[config.mk]
export PLATFORM = sky130hd
export DESIGN_NAME = frame_receiver
export DESIGN_NICKNAME = d
export VERILOG_FILES = /design/src/rtl/frame_receiver_pkg.sv /design/src/rtl/frame_receiver_edge_detect.sv /design/src/rtl/frame_receiver.sv
export SDC_FILE = /design/constraint.sdc
export NUM_CORES = 1
export LEC_CHECK = 0
export ABC_AREA = 1
export BUFFER_PORTS_ARGS = -buffer_cell sky130_fd_sc_hd__buf_4
export CAP_MARGIN = 20
export CELL_PAD_IN_SITES_DETAIL_PLACEMENT = 0
export CELL_PAD_IN_SITES_GLOBAL_PLACEMENT = 1
export CORE_ASPECT_RATIO = 0.5
export CORE_UTILIZATION = 40
export DETAILED_ROUTE_END_ITERATION = 16
export GPL_TIMING_DRIVEN = 0
export PLACE_DENSITY_LB_ADDON = 0.1
export SYNTH_ARGS = -nofsm -noshare
export SYNTH_HDL_FRONTEND = slang
export SYNTH_SLANG_ARGS = --single-unit
[constraint.sdc]
create_clock -name clk -period 2.95 [get_ports clk]
set_clock_uncertainty 0.05 [all_clocks]
set_input_delay 0.59 -clock clk [delete_from_list [all_inputs] [get_ports clk]]
set_output_delay 0.59 -clock clk [all_outputs]
set_load 0.02 [all_outputs]
[src/rtl/frame_receiver_pkg.sv]
// Sensor output bus geometry and receiver FSM encoding shared by the frame receiver.
package frame_receiver_pkg;
    localparam int PIXEL_ARRAY_WIDTH  = 8;
    localparam int PIXEL_ARRAY_HEIGHT = 4;
    localparam int OUTPUT_BUS_WIDTH   = 2;
    localparam int PIXEL_BITS         = 8;
    localparam int WORDS_PER_ROW      = PIXEL_ARRAY_WIDTH / OUTPUT_BUS_WIDTH;
    localparam int FRAME_COUNT_BITS   = 16;

    typedef enum logic [1:0] {
        RX_IDLE,
        RX_RECV,
        RX_HOLD
    } rx_state_t;
endpackage

[src/rtl/frame_receiver_edge_detect.sv]
// Registers a level input and flags the cycle after it is first sampled high.
module edge_detect (
    input  logic clk,
    input  logic reset,
    input  logic level,
    output logic pulse
);
    logic sample;
    logic prev;

    always_ff @(posedge clk) begin
        if (reset) begin
            sample <= 1'b0;
            prev   <= 1'b0;
        end else begin
            sample <= level;
            prev   <= sample;
        end
    end

    assign pulse = sample & ~prev;
endmodule

[src/rtl/frame_receiver.sv]
// Reassembles sensor bus words into rows, hands rows off via valid/ready,
// and tracks rows, frames and sticky overrun / sync errors.
module frame_receiver #(
    parameter int PIXEL_ARRAY_WIDTH  = frame_receiver_pkg::PIXEL_ARRAY_WIDTH,
    parameter int PIXEL_ARRAY_HEIGHT = frame_receiver_pkg::PIXEL_ARRAY_HEIGHT,
    parameter int OUTPUT_BUS_WIDTH   = frame_receiver_pkg::OUTPUT_BUS_WIDTH,
    parameter int PIXEL_BITS         = frame_receiver_pkg::PIXEL_BITS
) (
    input  logic                                              clk,
    input  logic                                              reset,
    input  logic                                              output_clk,
    input  logic [OUTPUT_BUS_WIDTH-1:0][PIXEL_BITS-1:0]       data_in,
    input  logic                                              pixel_frame_finished,
    input  logic                                              row_ready,
    input  logic                                              err_clear,
    output logic                                              row_valid,
    output logic [PIXEL_ARRAY_WIDTH-1:0][PIXEL_BITS-1:0]      row_data,
    output logic [$clog2(PIXEL_ARRAY_HEIGHT)-1:0]             row_index,
    output logic                                              frame_done,
    output logic [15:0]                                       frame_count,
    output logic                                              overrun,
    output logic                                              sync_error
);
    import frame_receiver_pkg::*;

    localparam int ROW_WORDS = PIXEL_ARRAY_WIDTH / OUTPUT_BUS_WIDTH;
    localparam int COL_W     = (ROW_WORDS > 1) ? $clog2(ROW_WORDS) : 1;
    localparam int ROW_W     = $clog2(PIXEL_ARRAY_HEIGHT);

    logic beat;
    logic sync;
    rx_state_t state;
    logic [COL_W-1:0] col, col_eff;
    logic [ROW_W-1:0] row, row_eff;
    logic realign;
    logic [ROW_WORDS-1:0][OUTPUT_BUS_WIDTH-1:0][PIXEL_BITS-1:0] row_buf;

    edge_detect u_strobe (.clk(clk), .reset(reset), .level(output_clk),           .pulse(beat));
    edge_detect u_sync   (.clk(clk), .reset(reset), .level(pixel_frame_finished), .pulse(sync));

    assign row_data = row_buf;

    // Outside HOLD a sync realigns before the same-cycle beat is placed.
    always_comb begin
        col_eff = col;
        row_eff = row;
        if (sync && state != RX_HOLD) begin
            col_eff = '0;
            row_eff = '0;
        end
    end

    always_ff @(posedge clk) begin
        if (reset) begin
            state       <= RX_IDLE;
            col         <= '0;
            row         <= '0;
            realign     <= 1'b0;
            row_buf     <= '0;
            row_valid   <= 1'b0;
            row_index   <= '0;
            frame_done  <= 1'b0;
            frame_count <= '0;
            overrun     <= 1'b0;
            sync_error  <= 1'b0;
        end else begin
            frame_done <= 1'b0;
            if (err_clear) begin
                overrun    <= 1'b0;
                sync_error <= 1'b0;
            end
            case (state)
                RX_HOLD: begin
                    if (beat) overrun <= 1'b1;
                    if (sync) realign <= 1'b1;
                    if (row_ready) begin
                        row_valid <= 1'b0;
                        col       <= '0;
                        if (realign || sync) begin
                            row     <= '0;
                            realign <= 1'b0;
                            state   <= RX_IDLE;
                        end else if (row == ROW_W'(PIXEL_ARRAY_HEIGHT - 1)) begin
                            row         <= '0;
                            frame_done  <= 1'b1;
                            frame_count <= frame_count + 1'b1;
                            state       <= RX_IDLE;
                        end else begin
                            row   <= row + 1'b1;
                            state <= RX_RECV;
                        end
                    end
                end
                default: begin
                    if (sync && (col != '0 || row != '0)) sync_error <= 1'b1;
                    row <= row_eff;
                    if (beat) begin
                        row_buf[col_eff] <= data_in;
                        if (col_eff == COL_W'(ROW_WORDS - 1)) begin
                            col       <= '0;
                            row_valid <= 1'b1;
                            row_index <= row_eff;
                            state     <= RX_HOLD;
                        end else begin
                            col   <= col_eff + 1'b1;
                            state <= RX_RECV;
                        end
                    end else if (sync) begin
                        col   <= '0;
                        state <= RX_IDLE;
                    end
                end
            endcase
        end
    end
endmodule

; Word-level counts from Yosys, hierarchy flattened
; Index checks and enable logic that the tools add are counted.
[totals]
ff_bits = 97
in_bits = 22
output_inout_bits = 86
[op_classes]
n_reduce_logical = 16
n_addsub = 3
bitwise = 7
muxes = 34
order_cmp = 2
eq_ne = 5
[op_table]
columns = cell, n
row1 = 64-bit bitwise mux, 1
row2 = 16-bit demux with 2-bit select, 1
row3 = 2-bit 2-to-1 mux, 15
row4 = "16-bit by 1-bit adder with 16-bit output, second input constant", 1
row5 = 1-bit 2-to-1 mux, 16
row6 = 16-bit 2-to-1 mux, 1
row7 = 2-bit nonzero test, 4
row8 = "2-bit == test, second input constant", 3
row9 = 3-bit AND reduction, 2
row10 = 1-bit NOT, 5
row11 = "2-bit by 1-bit adder with 2-bit output, second input constant", 2
row12 = "2-bit inequality test, second input constant", 2
row13 = 2-bit AND reduction, 2
row14 = 4-bit AND reduction, 1
row15 = 4-bit OR reduction, 1
row16 = 1-bit logical AND, 3
row17 = "2-bit by 3-bit < comparator with 1-bit output, second input constant", 1
row18 = 3-bit nonzero test, 1
row19 = 1-bit AND, 2
row20 = "2-bit by 1-bit greater-or-equal comparator with 1-bit output, second input constant", 1
row21 = 1-bit logical OR, 2

; Longest topological paths before layout
[logic_depth]
word_depth = 9
ltp_mapped = 12
mapped_depth_nobuf = 11

; Cells and area by module
; From an unflattened synthesis, not the netlist that was laid out.
[hier_totals]
hier_cells = 506
area_unflattened_um2 = 3888.7
[modules_own_cells]
columns = module, n_inst, cells_per_inst, area_per_inst_um2, seq_area_each_um2
row1 = frame_receiver, 1, 492, 3771.1, 1861.8
row2 = edge_detect, 2, 7, 58.8, 40.0

; Least setup slack after synthesis
; OpenSTA, ideal clock, no wires.
[synth_path]
path_type = reg2reg
start = reg state[1]
end = reg row_buf (netlist bit row_data[32])
t_required_ps = 2830
synth_period_minus_slack_ps = 1940
path_stages_with_launch = 10
arrival_time_ps = 1820
setup_slack_ps = 1010
setup_ps = 70
cell_sequence = dfxtp_1 -> inv_1 -> nor2_1 -> nor2_1 -> nor2_1 -> ha_1 -> clkbuf_1 -> clkbuf_1 -> nand3_1 -> a21oi_1
[synth_via]
elab_chain_len = 8
[synth_rtl]
columns = item, line_no
row1 = "start, declared", frame_receiver.sv:32  ; rx_state_t state;
row2 = "start signal, assigned", frame_receiver.sv:55  ; state <= RX_IDLE;
row3 = "start signal, assigned", frame_receiver.sv:82  ; state <= RX_IDLE;
row4 = "start signal, assigned", frame_receiver.sv:87  ; state <= RX_IDLE;
row5 = 2-bit inequality test, frame_receiver.sv:47  ; if (sync && state != RX_HOLD) begin
row6 = 1-bit logical AND, frame_receiver.sv:47
row7 = 2-bit 2-to-1 mux, frame_receiver.sv:47
row8 = 2-bit by 3-bit < comparator with 1-bit output (not written as such) / 2-bit by 1-bit greater-or-equal comparator with 1-bit output (equally long branches), frame_receiver.sv:98  ; row_buf[col_eff] <= data_in;
row9 = 1-bit logical AND (not written as such), frame_receiver.sv:98
row10 = 16-bit 2-to-1 mux (not written as such), frame_receiver.sv:98
row11 = 16-bit demux with 2-bit select, frame_receiver.sv:98
row12 = 64-bit bitwise mux, frame_receiver.sv:98
row13 = "end signal, assigned by index", frame_receiver.sv:98
row14 = "end, declared", frame_receiver.sv:36  ; logic [ROW_WORDS-1:0][OUTPUT_BUS_WIDTH-1:0][PIXEL_BITS-1:0] row_buf;
; Several ways; a longest one is shown, not always the timed one.
; A chain may end at the register's enable or synchronous reset.

; Worst setup path after layout
[layout_path]
start = reg state[1]
end = reg row_buf (netlist bit row_data[39])
; The elaborated chain is that of the path after synthesis.

==> metrics.txt <==
ant diodes=0; DRT Pass-1 Iters=4; Reg clk slew, reported paths=0.07 ns; slew at the pin closest to its max-slew limit=roughly 0.56 ns; commonest cells after routing, fill and taps aside=buf_4, nand2_1, dfxtp_1; worst path required time=3.17 ns; Placer Congestion=roughly 0.8; Root Buffer=clkbuf_16; Post-Synth Simple-Gate Area=28.80%; TritonCTS buffer count=9; WS Path Type=reg -> reg; Peak Freq=around 0.40 GHz; largest net degree at the start of global routing=16; Avg Vias per Cell=4.816; combinational family with the most area after synthesis=simple AND/OR/NAND/NOR gates; startpoint class of the critical path=flip-flop; layout cells sized above 1=22.34%; synthesis-to-finish area growth=33.05%; die height=71.99 um; GRT Overall Usage=~22%; post-CTS sizing=0; H-tree levels=3; final max-slew violation count=0; final cycle utilization of the critical path=83.95%; die area=about 10,000 um^2; remaining antenna violation count=0; CTS max path bufs=2; Max-Cap Viols=0; mux cell area share after synthesis=0%; Avg Cell Area, Syn=7.436 um^2; fillcell total=960; status=finished, final reports clean; Clock Sinks=97; Cell Rows=25; # DRC=0; grt ovf=0; count of buffers from port buffering=106; nets=674; Post-CTS Repair Setup Buffers=0; I/O Pins=between 100 and 150; core area=about 9500 um^2; RSZ-0062 raised after global routing=no; CTS tree=built; hold_buf cts=0; vias in the first global route=3,487; Leakage=around 2.2 nW; Worst VDD drop=0.3385 mV; DR vias=3,776; Hold WC Path Type=reg -> reg; Post-Syn Area=~3900 um^2; sequential share of the synthesized area=49.55%; worst skew pair latency=0.34 ns; net count after synthesis=about 560; Synth Area in Compound Gates=11.40%; XOR/XNOR Fraction of Synth Area=0.2235%; Avg WL per Cell=14.01 um; Final Hold Violating Endpoints=0; Slew HR=62.88%; initial DRC count=206; Seq cells post-synth=just under 100; Synth Warn #=0; hold_ws=0.3828 ns; post-synthesis adder-cell area fraction=between 2 and 3%; HPWL Detailed=between 7 and 8 mm; Setup TNS=0 ns; Initial Util=41.35%; Setup Viol. Count Final=0; pwr/cell area=roughly 540 nW/um^2; global-route wire length before repair=between 15 and 20 mm; routed wire length=between 10 and 15 mm; Die W=between 100 and 150 um; Post-Syn Instances=527; final critical-path required period=2.477 ns; crit path DAT=2.70 ns; initial antenna violation count=0; CP Capture Type=flip-flop; Critical Path Fanout Max=10; Unique masters post-synth=22; most common cell after layout, fill and taps aside=buf_4
-- kinds of logic after synthesis --
family | after synthesis
simple gates | 264
fa+ha+maj | 8
flops | 97
buf+inv | 68
compound gates | 89
xor+xnor | 1
-- cells in the mapped netlist --
library cell | count | share of area, %
nand4_1 | 7 | 1.1
nand3_1 | 67 | 8.6
inv_1 | 36 | 3.4
nor3_1 | 4 | 0.51
dfxtp_1 | 97 | 50
ha_1 | 8 | 2.6
xnor2_1 | 1 | 0.22
o21ai_0 | 16 | 2.0
nor3_2 | 1 | 0.26
clkbuf_1 | 16 | 1.5
inv_2 | 1 | 0.096
nand2_1 | 104 | 10
a21oi_1 | 65 | 8.3
buf_4 | 2 | 0.38
nand2_2 | 7 | 1.1
buf_6 | 2 | 0.57
nor2_1 | 72 | 6.9
nand3b_1 | 2 | 0.38
o21ai_1 | 7 | 0.89
buf_2 | 10 | 1.3
a31oi_1 | 1 | 0.16
inv_4 | 1 | 0.16
-- critical path, stage by stage (launching register included) --
cell and delay [ns]:
dfxtp_1 0.39, inv_1 0.05, nor2_1 0.29, nor2_1 0.10
nor2_1 0.26, ha_1 0.24, clkbuf_1 0.31, clkbuf_1 0.42
nand3_1 0.14, a21oi_1 0.15
-- report_power, final --
group | internal, mW | leakage (nW) | switching [mW]
Combinational | 0.0665 | 1.27 | 0.128
Clock | 0.792 | 0.163 | 0.497
Sequential | 1.33 | 0.784 | 0.0107
-- cell type report --
class	count	area (um^2)	share of cell area [%]
plain buffers	30	147.6	2.832
repair buffers	106	795.8	15.26
clock inverters	4	73.82	1.416
inverters	38	145.1	2.784
multi-input cells	362	1684	32.30
flip-flops and latches	97	1942	37.24
clock buffers	12	256.5	4.920
well taps	135	168.9	3.240
-- worst paths after layout --
path	startpoint	cells after the start	endpoint	slack, ns
setup / recovery	state[1]	9	row_data[39]	0.47
setup reg to reg	state[1]	9	row_data[39]	0.47
hold / removal	u_strobe.sample	2	u_strobe.prev	0.38
hold reg to reg	u_strobe.sample	2	u_strobe.prev	0.38
-- metal layers --
layer | vias to the layer above | global-route usage [%] | wire (um)
met2 | 85 | 36.02 | 4990
met1 | 1746 | 29.45 | 5427
met3 | 2 | 5.875 | 532
met5 | - | 0 | 0
li1 | 1943 | - | -
met4 | 0 | 5.735 | 32
-- registers in the layout (all words and copies together), names as in the netlist, 2 cells and up --
register,flops
row_data,64
frame_count,16
col,2
row,2
row_index,2
state,2
-- stage by stage --
step | util [%] | area, um^2 | total power, mW | cells | worst slack [ns]
2_1_floorplan | - | 3919 | 1.471 | 527 | 1.010
3_3_place_gp | 51.52 | 4883 | 1.564 | 768 | 0.5069
3_5_place_dp | 51.52 | 4883 | 1.564 | 768 | 0.4927
4_1_cts | 55.01 | 5214 | 2.849 | 784 | 0.4784
5_1_grt | 55.01 | 5214 | 2.925 | 784 | 0.1855
6_report | 55.01 | 5214 | 2.823 | 784 | 0.4734
(Power assumes the default switching activity.)
